### src/rtl/datapath_memory_stage.sv
// MEM stage of the RV32I pipeline: data-memory bus master with store lane steering, load extraction,
// wait/timeout handling, the MEM/WB pipeline register and the writeback result mux.
module datapath_memory_stage #(
  parameter int TIMEOUT = 16
) (
  input  logic        clk,
  input  logic        reset,
  input  logic [31:0] ALUResultM,
  input  logic [31:0] WriteDataM,
  input  logic [31:0] PCPlus4M,
  input  logic [4:0]  RdM,
  input  logic        RegWriteM,
  input  logic [1:0]  ResultSrcM,
  input  logic        MemWriteM,
  input  logic [2:0]  funct3M,
  output logic        mem_req,
  output logic        mem_we,
  output logic [31:0] mem_addr,
  output logic [31:0] mem_wdata,
  output logic [3:0]  mem_be,
  input  logic [31:0] mem_rdata,
  input  logic        mem_ready,
  output logic        StallM,
  output logic [31:0] ALUResultW,
  output logic [31:0] ReadDataW,
  output logic [31:0] PCPlus4W,
  output logic [4:0]  RdW,
  output logic        RegWriteW,
  output logic [1:0]  ResultSrcW,
  output logic [31:0] ResultW,
  output logic        MisalignW,
  output logic        BusErrW,
  output logic        dbg_state
);

  localparam int CW = (TIMEOUT > 2) ? $clog2(TIMEOUT) : 1;
  localparam logic [CW-1:0] CNT_MAX = CW'(TIMEOUT - 1);

  typedef enum logic {IDLE = 1'b0, WAIT = 1'b1} state_t;

  state_t        state, state_next;
  logic [CW-1:0] wait_cnt;

  logic        is_load, access, size_b, size_h, size_w, unsigned_ld;
  logic        misalign_m, req_ok, wait_max, abort;
  logic [7:0]  byte_sel;
  logic [15:0] half_sel;
  logic [31:0] load_data;

  // Stores take priority over a load encoding on the same instruction.
  assign is_load     = (ResultSrcM == 2'b01) & ~MemWriteM;
  assign access      = MemWriteM | (ResultSrcM == 2'b01);
  assign size_b      = (funct3M == 3'b000) | (funct3M == 3'b100);
  assign size_h      = (funct3M == 3'b001) | (funct3M == 3'b101);
  assign size_w      = ~size_b & ~size_h;
  assign unsigned_ld = funct3M[2] & ~funct3M[1];

  assign misalign_m = access & ((size_h & ALUResultM[0]) | (size_w & (|ALUResultM[1:0])));
  assign req_ok     = access & ~misalign_m;

  // Handshake: a request is accepted in the cycle where mem_req and mem_ready are both high;
  // until then the pipeline is stalled so every bus output stays constant.
  assign mem_req  = ~reset & ((state == WAIT) | req_ok);
  assign mem_we   = mem_req & MemWriteM;
  assign mem_addr = {ALUResultM[31:2], 2'b00};

  assign wait_max = (wait_cnt == CNT_MAX);
  assign abort    = mem_req & ~mem_ready & wait_max;
  assign StallM   = mem_req & ~mem_ready & ~wait_max;

  assign dbg_state = (state == WAIT);

  always_comb begin
    mem_be    = 4'b1111;
    mem_wdata = WriteDataM;
    if (size_b) begin
      mem_be    = 4'b0001 << ALUResultM[1:0];
      mem_wdata = {4{WriteDataM[7:0]}};
    end else if (size_h) begin
      mem_be    = 4'b0011 << {ALUResultM[1], 1'b0};
      mem_wdata = {2{WriteDataM[15:0]}};
    end
  end

  always_comb begin
    byte_sel  = 8'(mem_rdata >> {ALUResultM[1:0], 3'b000});
    half_sel  = ALUResultM[1] ? mem_rdata[31:16] : mem_rdata[15:0];
    load_data = mem_rdata;
    if (size_b)
      load_data = unsigned_ld ? {24'h0, byte_sel} : {{24{byte_sel[7]}}, byte_sel};
    else if (size_h)
      load_data = unsigned_ld ? {16'h0, half_sel} : {{16{half_sel[15]}}, half_sel};
  end

  always_comb begin
    state_next = state;
    case (state)
      IDLE: if (mem_req & ~mem_ready & ~abort) state_next = WAIT;
      WAIT: if (~mem_req | mem_ready | abort)  state_next = IDLE;
      default: state_next = IDLE;
    endcase
  end

  always_ff @(posedge clk) begin
    if (reset) begin
      state    <= IDLE;
      wait_cnt <= '0;
    end else begin
      state    <= state_next;
      wait_cnt <= (mem_req & ~mem_ready & ~abort) ? wait_cnt + 1'b1 : '0;
    end
  end

  // MEM/WB: a stall, misaligned access or aborted access leaves a bubble in WB.
  always_ff @(posedge clk) begin
    if (reset) begin
      ALUResultW <= '0;
      ReadDataW  <= '0;
      PCPlus4W   <= '0;
      RdW        <= '0;
      RegWriteW  <= 1'b0;
      ResultSrcW <= '0;
      MisalignW  <= 1'b0;
      BusErrW    <= 1'b0;
    end else if (StallM | abort | misalign_m) begin
      ALUResultW <= '0;
      ReadDataW  <= '0;
      PCPlus4W   <= '0;
      RdW        <= '0;
      RegWriteW  <= 1'b0;
      ResultSrcW <= '0;
      MisalignW  <= misalign_m;
      BusErrW    <= abort;
    end else begin
      ALUResultW <= ALUResultM;
      ReadDataW  <= is_load ? load_data : 32'h0;
      PCPlus4W   <= PCPlus4M;
      RdW        <= RdM;
      RegWriteW  <= RegWriteM & ~MemWriteM;
      ResultSrcW <= ResultSrcM;
      MisalignW  <= 1'b0;
      BusErrW    <= 1'b0;
    end
  end

  always_comb begin
    case (ResultSrcW)
      2'b00:   ResultW = ALUResultW;
      2'b01:   ResultW = ReadDataW;
      2'b10:   ResultW = PCPlus4W;
      default: ResultW = 32'h0;
    endcase
  end

endmodule

### config.mk
export PLATFORM = sky130hd
export DESIGN_NAME = datapath_memory_stage
export DESIGN_NICKNAME = d
export VERILOG_FILES = /design/src/rtl/datapath_memory_stage.sv
export SDC_FILE = /design/constraint.sdc
export NUM_CORES = 1
export LEC_CHECK = 0
export CAP_MARGIN = 0
export CORE_AREA = 3 3 135 137
export CTS_CLUSTER_DIAMETER = 100
export DETAILED_ROUTE_END_ITERATION = 6
export DIE_AREA = 0 0 138 140
export HOLD_SLACK_MARGIN = 0.08
export PLACE_DENSITY_LB_ADDON = 0.3
export SETUP_SLACK_MARGIN = 0.2
export SYNTH_ARGS = -nofsm -noshare
export SYNTH_HDL_FRONTEND = slang
export SYNTH_SLANG_ARGS = --single-unit
### constraint.sdc
create_clock -name clk -period 1.96 [get_ports clk]
set_clock_uncertainty 0.1 [all_clocks]
set_input_delay 0.392 -clock clk [delete_from_list [all_inputs] [get_ports clk]]
set_output_delay 0.392 -clock clk [all_outputs]
set_load 0.1 [all_outputs]
# Yosys cells after proc, flatten, opt, wreduce, memory -nomap -nowiden
# Cells that the tools add are included.
# totals
out_inout_bits	210
reg_bits	111
input_bits	143
# op_classes
eq_ne	7
muxes	13
bitwise	37
shift	3
n_addsub	1
n_reduce_logical	7
# op_table
operator	n
$mux W32	6
$pmux W32 S3	1
$shr A32 B5 Y8	1
$mux W16	1
$and A1 B1 Y1	14
$not A1 Y1	14
$or A1 B1 Y1	9
$mux W4	2
$reduce_or A2 Y1	4
$eq A3 B3 Y1 const B	2
$add A4 B1 Y4 const B	1
$eq A2 B1 Y1 const B	2
$eq A4 B4 Y1 const B	1
$shl A1 B2 Y4 const A	1
$shl A2 B2 Y4 const A	1
$eq A3 B1 Y1 const B	1
$logic_not A3 Y1	1
$reduce_or A3 Y1	1
$eq A2 B2 Y1 const B	1
$logic_not A2 Y1	1
$mux W1	2
$pmux W1 S2	1

# Longest topological paths before layout
# Gate-level depths: netlist of run 1.
# logic_depth
depth_word	17
ltp_mapped	6

# Least setup slack after synthesis of run 1
# No wires, ideal clock.
# synth_timing
kind	reg2out
start	register ResultSrcW[0]
end	output ResultW[0]
required_ns	1.468
arrival_ns	3.755
n_path_buf	2
slack_ns	-2.287
path_stages_with_launch	5
cell_sequence	dfxtp_1 > clkbuf_1 > buf_2 > mux2i_1 > o21ai_0
# synth_between
elab_chain_len	2
word_cells_on_any_way	4
classes_between	eq/ne (2); mux (1); reduce/logical (1)
# synth_rtl
element	line_no	text
start: declaration	29	output logic [1:0] ResultSrcW,
start signal: assignment	140	ResultSrcW <= ResultSrcM;
$eq A2 B2 Y1 (tied with other cells)	147	case (ResultSrcW)
$pmux W32 S3 *	147	
end: declaration	30	output logic [31:0] ResultW,
# Every way passes the cells marked *; elsewhere a longest branch is shown, timed or not.

# Worst setup path after layout of run 1
# layout_timing
start	register ResultSrcW[0]
end	output ResultW[11]
# Same word-level chain as after synthesis.

==> flow_summary.json, run 1 <==
{
  "outcome": "complete, but fails checks",
  "violations": "negative setup slack",
  "antenna_found_initial": 3,
  "root_buffer": "clkbuf_16",
  "fill_cells": 1069,
  "synthCells": 542,
  "drc": 0,
  "end_kind": "output port",
  "dpl.cell_count": 1088,
  "syn_area_per_cell_um2": 9.41,
  "report.final.slew_viol_count": 0,
  "gr-total-overflow": 0,
  "peakVddDrop_mv": 0.583,
  "clkTransAtPathRegs_ns": 0.07,
  "first_pass_iters": 4,
  "cpPeakStageDelay_ns": 0.47,
  "dieArea_um2": 19300,
  "numCtsBuffers": 9,
  "yosysTopAreaCellShare_pct": 43.6,
  "viasPerCell": 4.78,
  "crit_family": "flip-flops",
  "ant_nets": 0,
  "drt_iter0_markers": 139,
  "fmax_mhz": 484,
  "ys_async_sr_fraction_pct": 0,
  "port_buffers": 350,
  "start_util_pct": 29.7,
  "fin_util_pct": 74.0,
  "rsz0062_at_grt": "yes",
  "grt_max_degree": 59,
  "grt_usage_pct": 22.5,
  "syn2layout_area_growth_pct": 149,
  "setup_tns_ns": -2.42,
  "cts_tree": "yes",
  "final_common_cell": "buf_12",
  "gp_congestion": 0.814,
  "cts.sinks": 111,
  "wirelength_um": 23800,
  "powerDensity_nw_per_um2": 626,
  "io_pins": 353,
  "stdcell_count": 1129,
  "crit_buf_inv": 2,
  "synth_area_um2": 5100,
  "hold_class": "in -> reg",
  "via_count": 5394,
  "drive_above_1_share_pct": 55.0,
  "crit_arrival_ns": 1.57,
  "setup_ws_ns": -0.105,
  "crit_type": "reg -> out",
  "grt_pass1_vias": 5763,
  "hold_viol": 0,
  "period_share_pct": 105,
  "grt_pass1_wl_um": 34100,
  "max-clock-path-buffers": 2,
  "leakage_nw": 5.01,
  "fp.dieH_um": 140,
  "synth_edf_count": 0,
  "clk_latency_ns": 0.34,
  "cap_violations": 0,
  "layout_common_cells": "213 x buf_12, 116 x clkdlybuf4s50_1, 72 x and2_1, 69 x dfxtp_2, 63 x nand2_1",
  "synthTopCellsByArea": "dfxtp_1 44%, and2_1 9.0%, mux2i_1 8.2%",
  "slowest_stage": "dfxtp_4",
  "period_minus_slack_ns": 2.07,
  "setup_violations": 32,
  "design.core.area_um2": 17200,
  "yosysSeqAreaShare_pct": 43.6,
  "yosys_warnings": 0,
  "path_max_fanout": 7,
  "die_x_um": 138,
  "synth.distinct_cells": 41,
  "finalHoldWorstSlack_ns": 0.274,
  "wl_per_cell_um": 21.1,
  "multiInputGateArea_um2": 3420,
  "yosys.area.top_type": "dfxtp_1",
  "hpwl_um": 18200,
  "ys_ff_latch": 111,
  "synth_ff_type": "dfxtp_1",
  "row_count": 48,
  "cp-start-kind": "register",
  "htree_levels": 3,
  "register_area_um2": 2320,
  "path_cells": "buf_4, mux2i_4, o21ai_4, buf_12",
  "required_ns": 1.47,
  "fin_nets": 1039
}
-- worst register-to-register path, stage by stage, from the launching register on --
cell	delay (ns)
dfxtp_2	0.38
a211o_1	0.36
a21oi_4	0.16
buf_12	0.15
buf_12	0.15
and2_1	0.17
-- logic make-up (layout without fill, tap and decap cells) --
logic type      after synthesis  count (layout)  share of synthesized area (%)
fa+ha+maj                     1               1                          0.245
other cells                   1               6                         0.0735
xor+xnor                      2               2                          0.343
mux                          66              66                           14.9
simple gates                163             163                           16.5
compound gates              114             114                           13.8
buf+inv                      84             441                           10.7
flops                       111             111                           43.6
-- worst paths after layout --
kind | start | endpoint | slack [ns] | depth (start not counted)
worst max-delay path | ResultSrcW[0] | ResultW[11] | -0.11 | 4
worst min-delay path | ResultSrcM[0] | ResultSrcW[0] | 0.27 | 3
worst max register to register | dbg_state | ResultSrcW[1] | 0.42 | 5
worst min register to register | wait_cnt[0] | wait_cnt[0] | 0.36 | 1
-- flip-flops by register name, summed over array words and instances (netlist names) --
signal and count:
ResultSrcW 2, ReadDataW 32, ALUResultW 32, BusErrW 1, dbg_state 1, RdW 5, PCPlus4W 32, MisalignW 1
RegWriteW 1, wait_cnt 4
-- cell usage after synthesis, types with 2 or more instances --
| cell type | count |
|---|---|
| a21o_1 | 2 |
| a21oi_1 | 33 |
| a22o_1 | 14 |
| a22oi_1 | 15 |
| a32oi_1 | 2 |
| and2_1 | 73 |
| buf_2 | 16 |
| buf_4 | 42 |
| buf_6 | 7 |
| clkbuf_1 | 15 |
| dfxtp_1 | 111 |
| inv_1 | 2 |
| mux2_2 | 18 |
| mux2i_1 | 42 |
| mux4_2 | 6 |
| nand2_1 | 67 |
| nand3_1 | 2 |
| nor2_1 | 4 |
| nor2b_1 | 3 |
| nor3_1 | 4 |
| nor3b_1 | 2 |
| nor4_1 | 2 |
| o21ai_0 | 40 |
| o21bai_1 | 3 |
-- power by group --
group,switching (mW),leakage [nW],internal (mW)
registers,0.112,0.939,2.35
logic,2.24,3.94,1.50
clock network,0.885,0.138,0.881
-- metrics by stage --
step	power [mW]	area [µm²]	worst slack (ns)
2_1_floorplan	4.73	6330	-0.301
3_3_place_gp	6.09	11900	-0.536
3_5_place_dp	6.12	11900	-0.528
4_1_cts	7.94	12400	-0.137
5_1_grt	8.20	12700	-0.154
6_report	7.96	12700	-0.105
-- metal layers --
| layer | track usage [%] | vias up | wire length [µm] |
|---|---|---|---|
| met1 | 24.1 | 2599 | 8660 |
| met3 | 6.86 | 17 | 1650 |
| met5 | 0 | - | 0 |
| met4 | 5.10 | 0 | 261 |
| met2 | 43.3 | 246 | 13200 |
| li1 | - | 2532 | - |
-- timing repair --
action	in CTS	in global routing
gates cloned	1	6
resized for setup	93	16
setup buffers	6	8
setup endpoints to repair	172	112
pin swaps	13	19
hold buffers	0	0
-- area by class of cell --
class / instances / area share (%)
repair buffers: 422 / 50.2
multi-input cells: 348 / 26.9
flip-flops and latches: 111 / 18.2
well taps: 225 / 2.22
clock buffers: 9 / 1.77
clock inverters: 7 / 0.463
inverters: 3 / 0.138
diodes: 4 / 0.0788
(Power assumes the default switching activity.)
==> run 2, diff against run 1 <==
==> constraint.sdc (replaced) <==
create_clock -name clk -period 1.96 [get_ports clk]
set_clock_uncertainty 0.1 [all_clocks]
set_input_delay 0.196 -clock clk [delete_from_list [all_inputs] [get_ports clk]]
set_output_delay 0.196 -clock clk [all_outputs]
set_load 0.1 [all_outputs]
==> flow_summary.json, run 2 (synthesis results as in run 1) <==
{
  "setup_violations": 0,
  "required_ns": 1.66,
  "report.final.slew_viol_count": 0,
  "leakage_nw": 4.39,
  "stdcell_count": 1096,
  "cap_violations": 0,
  "hold_viol": 0,
  "crit_type": "reg -> out",
  "gp_congestion": 0.837,
  "start_util_pct": 29.7,
  "fp.dieH_um": 140,
  "powerDensity_nw_per_um2": 692,
  "setup_tns_ns": 0,
  "gr-total-overflow": 0,
  "peakVddDrop_mv": 0.405,
  "via_count": 5168,
  "wl_per_cell_um": 19.4,
  "place_area_um2": 10400,
  "path_max_fanout": 8,
  "postLayoutCellArea_um2": 10800,
  "numCtsBuffers": 9,
  "fill_cells": 1355,
  "syn2layout_area_growth_pct": 112,
  "crit_arrival_ns": 1.61,
  "n_antenna_cell": 0,
  "max-clock-path-buffers": 2,
  "final_common_cell": "clkdlybuf4s50_1",
  "wirelength_um": 21300,
  "dpl.cell_count": 1071,
  "drc": 0,
  "grt_usage_pct": 21.2,
  "layout_common_cells": "135 x clkdlybuf4s50_1, 133 x buf_4, 113 x buf_12, 72 x and2_1, 66 x nand2_1",
  "die_x_um": 138,
  "clk_latency_ns": 0.35,
  "clkTransAtPathRegs_ns": 0.07,
  "row_count": 48,
  "drive_above_1_share_pct": 50.9,
  "viasPerCell": 4.72,
  "hpwl_um": 17300,
  "fin_nets": 1010,
  "grt_pass1_vias": 5436,
  "period_share_pct": 97.4,
  "first_pass_iters": 4,
  "cts_tree": "yes",
  "drt_iter0_markers": 228,
  "top_regs": "ALUResultW x32, PCPlus4W x32, ReadDataW x32",
  "io_pins": 353,
  "antenna_found_initial": 2,
  "root_buffer": "clkbuf_16",
  "cts.sinks": 111,
  "hold_class": "in -> reg",
  "rsz0062_at_grt": "yes",
  "period_minus_slack_ns": 1.91,
  "grt_pass1_wl_um": 32200,
  "ant_nets": 0,
  "cp-start-kind": "register",
  "dieArea_um2": 19300,
  "port_buffers": 350,
  "fmax_mhz": 524,
  "design.core.area_um2": 17200,
  "outcome": "finished, final reports clean",
  "htree_levels": 3,
  "grt_max_degree": 41,
  "end_kind": "output port"
}
## run 2: cell count changes in the layout (fill, tap and decap cells not counted), sizes merged, moves of 2 or more
cell	previous run	this run
clkinv	5	3
diode	4	0
buf	280	250
clkbuf	14	12
dlygate4sd2	17	3
clkdlybuf4s50	116	135
## run 2: path summary, 6_finish.rpt
| check | cells past startpoint | start | slack, ns | endpoint |
|---|---|---|---|---|
| setup / recovery | 4 | ResultSrcW[0] | 0.05 | ResultW[4] |
| hold / removal | 3 | funct3M[1] | 0.13 | ReadDataW[24] |
| setup reg to reg | 4 | dbg_state | 0.50 | PCPlus4W[2] |
| hold reg to reg | 1 | wait_cnt[0] | 0.37 | wait_cnt[0] |
## run 2: worst max-delay path: stages (launching register included)
cell and delay [ns]:
dfxtp_4 0.50, clkbuf_16 0.24, mux2i_2 0.27, o21ai_4 0.08, buf_12 0.17
## run 2: layer usage
metal / track usage, % / routed length, µm / part of all wire, % / vias to the layer above
met3: 6.45 / 1630 / 7.7 / 17
met2: 39.1 / 11300 / 53 / 235
met1: 24.1 / 8090 / 38 / 2439
met5: 0 / 27 / 0.13 / -
li1: - / - / - / 2473
met4: 5.15 / 218 / 1.0 / 4
## run 2: report_power, final
group	leakage (nW)	switching [mW]	internal [mW]
clock	0.131	0.851	0.867
sequential	0.937	0.0728	2.34
combinational	3.32	2.16	1.20
## run 2: timing repair
item                                    CTS  global route
hold endpoints to repair                  0             1
resized for setup                        16            14
pin swaps                                 4             9
hold buffers                              0             1
buffers inserted                          3             3
endpoints found under the setup margin   55            35
gates cloned                              1             1
## run 2: stage by stage
step           total power, mW  utilization, %  hold slack [ns]  worst slack (ns)
5_1_grt                   7.73            63.1            0.151           0.00674
2_1_floorplan             4.66               -            0.175            -0.335
3_3_place_gp              5.79            60.4            0.345            -0.131
6_report                  7.50            63.1            0.128            0.0501
3_5_place_dp              5.81            60.4            0.367            -0.137
4_1_cts                   7.57            62.4            0.118           0.00473
## run 2: area by class of cell
class	instances	area, µm²	share of cell area (%)
clock buffers	11	233	2.15
well taps	225	282	2.60
flip-flops and latches	111	2310	21.3
multi-input cells	348	3200	29.5
repair buffers	393	4760	44.0
inverters	3	15.0	0.139
clock inverters	5	33.8	0.312
==> run 3, diff against run 2 <==
--- a/config.mk
+++ b/config.mk
@@ -5,8 +5,8 @@
 export SDC_FILE = /design/constraint.sdc
 export NUM_CORES = 1
 export LEC_CHECK = 0
-export CAP_MARGIN = 0
 export CORE_AREA = 3 3 135 137
+export CTS_BUF_LIST = sky130_fd_sc_hd__clkbuf_8
 export CTS_CLUSTER_DIAMETER = 100
 export DETAILED_ROUTE_END_ITERATION = 6
 export DIE_AREA = 0 0 138 140
==> flow_summary.json, run 3 (synthesis results as in run 1) <==
{
  "outcome": "finished, final reports clean",
  "clkTransAtPathRegs_ns": 0.10,
  "fmax_mhz": 520,
  "root_buffer": "clkbuf_8",
  "dieArea_um2": 19300,
  "cap_violations": 0,
  "wirelength_um": 21300,
  "cts.sinks": 111,
  "cp-start-kind": "register",
  "first_pass_iters": 4,
  "grt_pass1_vias": 5406,
  "total_power_mw": 7.04,
  "cts_tree": "yes",
  "path_max_fanout": 8,
  "grt_usage_pct": 21.1,
  "layout_common_cells": "135 x clkdlybuf4s50_1, 133 x buf_4, 113 x buf_12, 72 x and2_1, 65 x nand2_1",
  "setup_violations": 0,
  "drive_above_1_share_pct": 51.0,
  "hold_class": "in -> reg",
  "start_util_pct": 29.7,
  "place_area_um2": 10400,
  "gp_congestion": 0.837,
  "top_regs": "ALUResultW x32, PCPlus4W x32, ReadDataW x32",
  "fp.dieH_um": 140,
  "ant_nets": 0,
  "fin_nets": 1010,
  "p_clk_share_pct": 17.9,
  "power_frac_seq_pct": 34.3,
  "numCtsBuffers": 9,
  "drc": 0,
  "die_x_um": 138,
  "port_buffers": 350,
  "gr-total-overflow": 0,
  "fill_cells": 1366,
  "switching_share_pct": 43.1,
  "period_share_pct": 98.2,
  "postLayoutCellArea_um2": 10700,
  "rsz0062_at_grt": "yes",
  "htree_levels": 3,
  "combPwrFrac_pct": 47.8,
  "row_count": 48,
  "hold_viol": 0,
  "n_antenna_cell": 0,
  "period_minus_slack_ns": 1.92,
  "via_count": 5141,
  "powerDensity_nw_per_um2": 655,
  "peakVddDrop_mv": 0.340,
  "leakage_nw": 4.36,
  "viasPerCell": 4.69,
  "syn2layout_area_growth_pct": 111,
  "max-clock-path-buffers": 2,
  "wl_per_cell_um": 19.4,
  "final_common_cell": "clkdlybuf4s50_1",
  "grt_max_degree": 41,
  "p_int_mw": 4.01,
  "io_pins": 353,
  "drt_iter0_markers": 189,
  "design.core.area_um2": 17200,
  "required_ns": 1.66,
  "clk_latency_ns": 0.37,
  "crit_arrival_ns": 1.63,
  "p_switching_mw": 3.03,
  "antenna_found_initial": 2,
  "end_kind": "output port",
  "grt_pass1_wl_um": 32100,
  "hpwl_um": 17300,
  "crit_type": "reg -> out",
  "report.final.slew_viol_count": 0
}
## run 3: per-layer routing
layer  routed length [µm]  global-route usage, %
met1                 8060                   23.9
met2                11300                   39.0
met3                 1670                   6.32
met4                  241                   4.42
met5                   27                      0
## run 3: timing repair
item | 4_1_cts | 5_1_grt
endpoints found under the hold margin | 0 | 1
pin swaps | 2 | 10
cloned | 0 | 2
resized for setup | 17 | 14
endpoints found under the setup margin | 55 | 35
buffers inserted | 3 | 3
hold buffers | 0 | 1
## run 3: layout make-up
class | instances | area, µm² | area share, %
flip-flops and latches | 111 | 2310 | 21.5
clock buffers | 9 | 124 | 1.15
clock inverters | 7 | 41.3 | 0.384
multi-input cells | 348 | 3210 | 29.9
well taps | 225 | 282 | 2.62
inverters | 3 | 15.0 | 0.140
repair buffers | 393 | 4760 | 44.3
## run 3: worst paths after layout
| check | start | end | slack [ns] | cells after the start |
|---|---|---|---|---|
| worst max register to register | dbg_state | PCPlus4W[2] | 0.49 | 4 |
| worst max-delay path | ResultSrcW[0] | ResultW[4] | 0.04 | 4 |
| worst min register to register | wait_cnt[0] | wait_cnt[0] | 0.36 | 1 |
| worst min-delay path | funct3M[1] | ReadDataW[21] | 0.11 | 3 |
## run 3: per-stage QoR
| stage | setup TNS, ns | worst slack, ns | instances | util [%] | hold slack [ns] |
|---|---|---|---|---|---|
| after detailed placement | -3.10 | -0.137 | 1071 | 60.4 | 0.367 |
| after global placement | -1.57 | -0.131 | 1071 | 60.4 | 0.345 |
| after floorplan | -0.798 | -0.335 | 543 | - | 0.175 |
| after CTS | 0 | 0.00623 | 1090 | 61.7 | 0.0847 |
| final | 0 | 0.0361 | 1096 | 62.5 | 0.110 |
| after global routing | -0.374 | -0.0282 | 1096 | 62.5 | 0.116 |
## run 3: critical path, stage by stage, from the launching register on
cell       delay, ns
dfxtp_4         0.50
clkbuf_16       0.23
mux2i_2         0.26
o21ai_4         0.08
buf_12          0.17
## run 3: power groups by stage
| stage | Clock, mW | Combinational (mW) | Sequential, mW |
|---|---|---|---|
| 2_1_floorplan | 0 | 1.61 | 3.05 |
| 3_3_place_gp | 0 | 3.33 | 2.46 |
| 3_5_place_dp | 0 | 3.34 | 2.47 |
| 4_1_cts | 1.31 | 3.36 | 2.41 |
| 5_1_grt | 1.38 | 3.46 | 2.43 |
| 6_report | 1.26 | 3.36 | 2.42 |
